`config.mk`:
```
export PLATFORM = sky130hd
export DESIGN_NAME = vga_timing_gen
export DESIGN_NICKNAME = d
export VERILOG_FILES = /design/src/rtl/vga_timing_gen.sv
export SDC_FILE = /design/constraint.sdc
export NUM_CORES = 1
export LEC_CHECK = 0
export ABC_CLOCK_PERIOD_IN_PS = 4300
export CORE_ASPECT_RATIO = 1.25
export CORE_MARGIN = 2
export CORE_UTILIZATION = 40
export DETAILED_ROUTE_END_ITERATION = 12
export PLACE_DENSITY_LB_ADDON = 0.25
export REMOVE_ABC_BUFFERS = 1
export SYNTH_ARGS = -nofsm -noshare
export SYNTH_HDL_FRONTEND = slang
export SYNTH_SLANG_ARGS = --single-unit
```
`constraint.sdc`:
```
create_clock -name clk -period 4.3 [get_ports clk]
set_input_delay 0.86 -clock clk [delete_from_list [all_inputs] [get_ports clk]]
set_output_delay 0.86 -clock clk [all_outputs]
set_load 0.005 [all_outputs]
```
`src/rtl/vga_timing_gen.sv`:
```
// VGA timing generator: pixel divider, x/y raster counters, sync/active decode
// and a one-pixel registered output stage with a selectable test pattern.
module vga_timing_gen #(
    parameter int unsigned CLK_DIV  = 4,
    parameter int unsigned H_ACTIVE = 640,
    parameter int unsigned H_FP     = 16,
    parameter int unsigned H_SYNC   = 96,
    parameter int unsigned H_BP     = 48,
    parameter int unsigned V_ACTIVE = 480,
    parameter int unsigned V_FP     = 10,
    parameter int unsigned V_SYNC   = 2,
    parameter int unsigned V_BP     = 33,
    parameter bit          HS_POL   = 1'b0,
    parameter bit          VS_POL   = 1'b0,
    parameter int unsigned CW       = 12,
    parameter int unsigned XW       = 10,
    parameter int unsigned YW       = 10
) (
    input  logic          clk,
    input  logic          rst,
    input  logic          en,
    input  logic [1:0]    mode,
    input  logic [CW-1:0] sw,
    input  logic [CW-1:0] rgb_in,
    output logic [XW-1:0] x,
    output logic [YW-1:0] y,
    output logic          pix_tick,
    output logic          line_start,
    output logic          frame_start,
    output logic          hsync,
    output logic          vsync,
    output logic          vOn,
    output logic [CW-1:0] rgb
);

    localparam int unsigned H_TOTAL = H_ACTIVE + H_FP + H_SYNC + H_BP;
    localparam int unsigned V_TOTAL = V_ACTIVE + V_FP + V_SYNC + V_BP;
    localparam int unsigned DW      = (CLK_DIV > 1) ? $clog2(CLK_DIV) : 1;
    localparam int unsigned BAR_W   = (H_ACTIVE >= 8) ? H_ACTIVE / 8 : 1;
    localparam int unsigned CC      = CW / 3;

    logic [DW-1:0] div;
    logic [1:0]    mode_q;
    logic          x_last;
    logic          y_last;
    logic          act;
    logic          hs;
    logic          vs;
    logic [XW-1:0] bar_idx;
    logic [2:0]    bar_k;
    logic [CW-1:0] pat;

    assign pix_tick = (div == DW'(CLK_DIV - 1));
    assign x_last   = (x == XW'(H_TOTAL - 1));
    assign y_last   = (y == YW'(V_TOTAL - 1));

    // Pixel divider and raster counters; en low restarts everything synchronously
    always_ff @(posedge clk or negedge rst) begin
        if (!rst) begin
            div         <= '0;
            x           <= '0;
            y           <= '0;
            line_start  <= 1'b0;
            frame_start <= 1'b0;
        end else if (!en) begin
            div         <= '0;
            x           <= '0;
            y           <= '0;
            line_start  <= 1'b0;
            frame_start <= 1'b0;
        end else begin
            div         <= pix_tick ? '0 : div + DW'(1);
            line_start  <= pix_tick && x_last;
            frame_start <= pix_tick && x_last && y_last;
            if (pix_tick) begin
                x <= x_last ? '0 : x + XW'(1);
                if (x_last) begin
                    y <= y_last ? '0 : y + YW'(1);
                end
            end
        end
    end

    // Pattern select is sampled once per frame so a frame never mixes sources
    always_ff @(posedge clk or negedge rst) begin
        if (!rst) begin
            mode_q <= 2'd0;
        end else if (en && frame_start) begin
            mode_q <= mode;
        end
    end

    // Sync/active decode and test-pattern colour for the current x,y
    always_comb begin
        act     = (x < XW'(H_ACTIVE)) && (y < YW'(V_ACTIVE));
        hs      = ~HS_POL;
        vs      = ~VS_POL;
        bar_idx = x / XW'(BAR_W);
        bar_k   = (bar_idx > XW'(7)) ? 3'd7 : bar_idx[2:0];
        pat     = '0;
        if ((x >= XW'(H_ACTIVE + H_FP)) && (x < XW'(H_ACTIVE + H_FP + H_SYNC))) begin
            hs = HS_POL;
        end
        if ((y >= YW'(V_ACTIVE + V_FP)) && (y < YW'(V_ACTIVE + V_FP + V_SYNC))) begin
            vs = VS_POL;
        end
        case (mode_q)
            2'd0: pat = rgb_in;
            2'd1: pat = sw;
            2'd2: pat = {{CC{bar_k[2]}}, {CC{bar_k[1]}}, {CC{bar_k[0]}}};
            default: begin
                if ((x == '0) || (x == XW'(H_ACTIVE - 1)) ||
                    (y == '0) || (y == YW'(V_ACTIVE - 1))) begin
                    pat = sw;
                end
            end
        endcase
    end

    // One-pixel output stage; uses the pre-wrap x,y on the tick edge
    always_ff @(posedge clk or negedge rst) begin
        if (!rst) begin
            hsync <= ~HS_POL;
            vsync <= ~VS_POL;
            vOn   <= 1'b0;
            rgb   <= '0;
        end else if (!en) begin
            hsync <= ~HS_POL;
            vsync <= ~VS_POL;
            vOn   <= 1'b0;
            rgb   <= '0;
        end else if (pix_tick) begin
            hsync <= hs;
            vsync <= vs;
            vOn   <= act;
            rgb   <= act ? pat : '0;
        end
    end

endmodule

```
==> impl_metrics.csv <==
group,metric,value,unit
status,status,"finished, final reports clean",
clock_tree,insertion_delay,0.29,ns
synthesis,syn_avg_cell_area,8.577,µm²
timing,relSlewSlack,40.48,%
critical_path,crit_type,"in2reg",
route,firstDrtPassIters,4,
clock_tree,cts_root_buf,"clkbuf_8",
final_layout,finish.utilization,55.25,%
synthesis,yosys.area.top_type,"dfrtp_1",
die,num_rows,31,
synthesis,synthMuxAreaShare,1.374,%
grt,grt_use_met1,22.83,%
final_layout,antennaDiodeCount,0,
die,die-height,90.01,µm
synthesis,synth_compound_area_share,18.66,%
timing,max_freq,0.3892,GHz
synthesis,synth_xor_area_share,4.070,%
place,dp.cells,395,
clock_tree,clock_sinks,41,
pwr,p_leak,1.283,nW
final_layout,area_growth,33.99,%
final_layout,fin_nets,370,
critical_path,startpoint,"en",
grt,met2_usage,32.65,%
synthesis,synth-adder-area-share,2.643,%
timing,fin_skew,0.003612,ns
grt,busiest_layer,"met2",
route,num_vias,2216,
timing,hold_violations,0,
place,place_area,3055,µm²
final_layout,fin_cells,403,
synthesis,synth_edf_count,0,
critical_path,arrival,2.74,ns
pwr,irDropWorstVdd,0.0002201,V
final_layout,fill_cells,560,
timing,slew_viol_final,0,
hold_path,hold_path.class,"reg2reg",
grt,antenna_found_initial,0,
synthesis,syn_area,2367,µm²
die,die_w,72.81,µm
synthesis,synth_top_family_by_area,"simple AND/OR/NAND/NOR gates",
final_layout,final_cell_area,3172,µm²
synthesis,synth_ff_type,"dfrtp_1",
timing,setup_tns,0,ns
grt,grt_pass1_vias,2168,
route,ant_nets,0,
route,drt_wl_total,6.086,mm
route,avgViaCountPerCell,5.499,
clock_tree,path_clk_slew,0.07,ns
critical_path,critPathLaunchType,"primary input",
synthesis,synth_most_common_cell,"nand2_1",
place,place_congestion,0.8992,
critical_path,end_kind,"flip-flop",
critical_path,reg2reg_slack,1.88,ns
synthesis,yosys_warnings,0,
pwr,p_per_area,249.2,nW/µm²
synthesis,synth.top_cell.area_share,41.23,%
critical_path,r2r-start,"x[9]",
synthesis,synth-seq-area-share,43.45,%
clock_tree,ctsResizeCount,0,
timing,tightestPinTransition,0.8928,ns
clock_tree,h-tree-depth,2,
final_layout,final_layout_size_suffix_gt1_share,5.638,%
grt,grt_usage,18.88,%
flow_run,maxCapViolations,0,
grt,overflow,0,
clock_tree,cts_inserted_buffers,5,
critical_path,cp.required,4.47,ns
place,hpwl,4.432,mm
critical_path,worstPathMaxFanout,16,
synthesis,syn_inst,276,
route,routedWlPerCell,15.10,µm
die,io_pins,67,
synthesis,async_reset_ff_share,100.0,%
clock_tree,cts_setup_buffers,0,
synthesis,synth-simple-area-share,25.90,%
pwr,finalPower,790.3,µW
place,port_buffers,66,
critical_path,ff2ff_path_depth,6,
place,place_ws,1.434,ns
timing,period_share,59.75,%
clock_tree,cts_tree,"yes",
critical_path,r2r_end,"y[4]",
die,die-area,6553,µm²
synthesis,synth_area_leaders,"dfrtp_1, nand2_1, o21ai_0",
timing,rsz0062_at_grt,"no",
synthesis,synth_cell_types,52,
timing,hold_slack,0.4556,ns
die,core_area,5741,µm²
route,drtIter0Drc,88,
route,drcViolationCount,0,
timing,setup_slack,1.731,ns
grt,met3_usage,4.260,%
synthesis,synth_seq_cells,41,
timing,fin_crit,2.569,ns
die,initial_core_util,41.24,%
grt,grt_max_degree,42,
clock_tree,cts_hold_buf,0,
synthesis,synth_common_cells,"nand2_1, dfrtp_1, o21ai_0, nand3_1, nor2_1",
grt,grt_pass1_wl,9.963,mm
critical_path,worstSetupEndpoint,"y[9]",
clock_tree,cts_buffer_depth,2,
timing,finalSetupViolations,0,
## layout by cell type (no fill, tap or decap), types with 3 or more instances in the layout
cell type,count
o21ai_0,28
ha_1,5
nor2_1,17
xnor2_1,8
and2_1,5
a21oi_1,8
dfrtp_1,39
and3_1,5
o22ai_1,4
a22o_1,4
clkdlybuf4s50_1,65
o21ai_1,4
clkbuf_8,6
nor3_1,5
o22a_1,4
o211ai_1,3
nand3_1,17
xor2_1,3
nand4_1,6
inv_1,10
nand2b_1,5
nand2_1,40
nor2b_1,9
## sequential cells by signal, indices dropped and copies added (netlist names)
signal / count
vsync: 1
div: 2
mode_q: 2
x: 10
vOn: 1
rgb: 12
y: 10
line_start: 1
frame_start: 1
hsync: 1
## per-layer routing
layer / wire, µm / vias to the layer above / share of wire [%]
met4: 63 / 0 / 1.0
met2: 3065 / 71 / 50
li1: - / 1090 / -
met1: 2608 / 1049 / 43
met5: 0 / - / 0
met3: 348 / 6 / 5.7
## kinds of logic after synthesis
family                   after synthesis
buffers and inverters                 24
adder cells (fa/ha/maj)                5
XOR/XNOR                              11
flip-flops                            41
AO/OA/AOI/OAI                         70
multiplexers                           3
AND/OR/NAND/NOR                      122
## power by group
group | total (mW) | switching, mW | internal [mW]
clock network | 0.316 | 0.126 | 0.189
registers | 0.398 | 0.00457 | 0.393
logic | 0.0770 | 0.0336 | 0.0433
## worst min-delay path by stage
stage                      start      to  slack (ns)  cells past startpoint
final                     div[0]  div[0]        0.46                      1
after global routing      div[0]  div[0]        0.47                      1
after CTS                 div[0]  div[0]        0.46                      1
after detailed placement  div[0]  div[0]        0.44                      1
after global placement    div[0]  div[0]        0.45                      1
after floorplan           div[0]  div[0]        0.41                      1
## worst max-delay path: stages
cell             delay [ns]
clkdlybuf4s50_1        0.79
nand2_1                0.17
or3_4                  0.44
clkinv_2               0.09
nand2_2                0.08
o21ai_1                0.15
nand2_1                0.07
o41ai_1                0.08
## area by class of cell
type / count / area [µm²] / area share, %
multi-input combinational: 211 / 1246 / 39.29
sequential: 41 / 1028 / 32.43
timing repair buffer: 66 / 655.6 / 20.67
clock buffer: 7 / 86.33 / 2.722
tap: 66 / 82.58 / 2.604
inverter: 11 / 42.54 / 1.341
clock inverter: 1 / 30.03 / 0.9467
(Power assumes the default switching activity.)
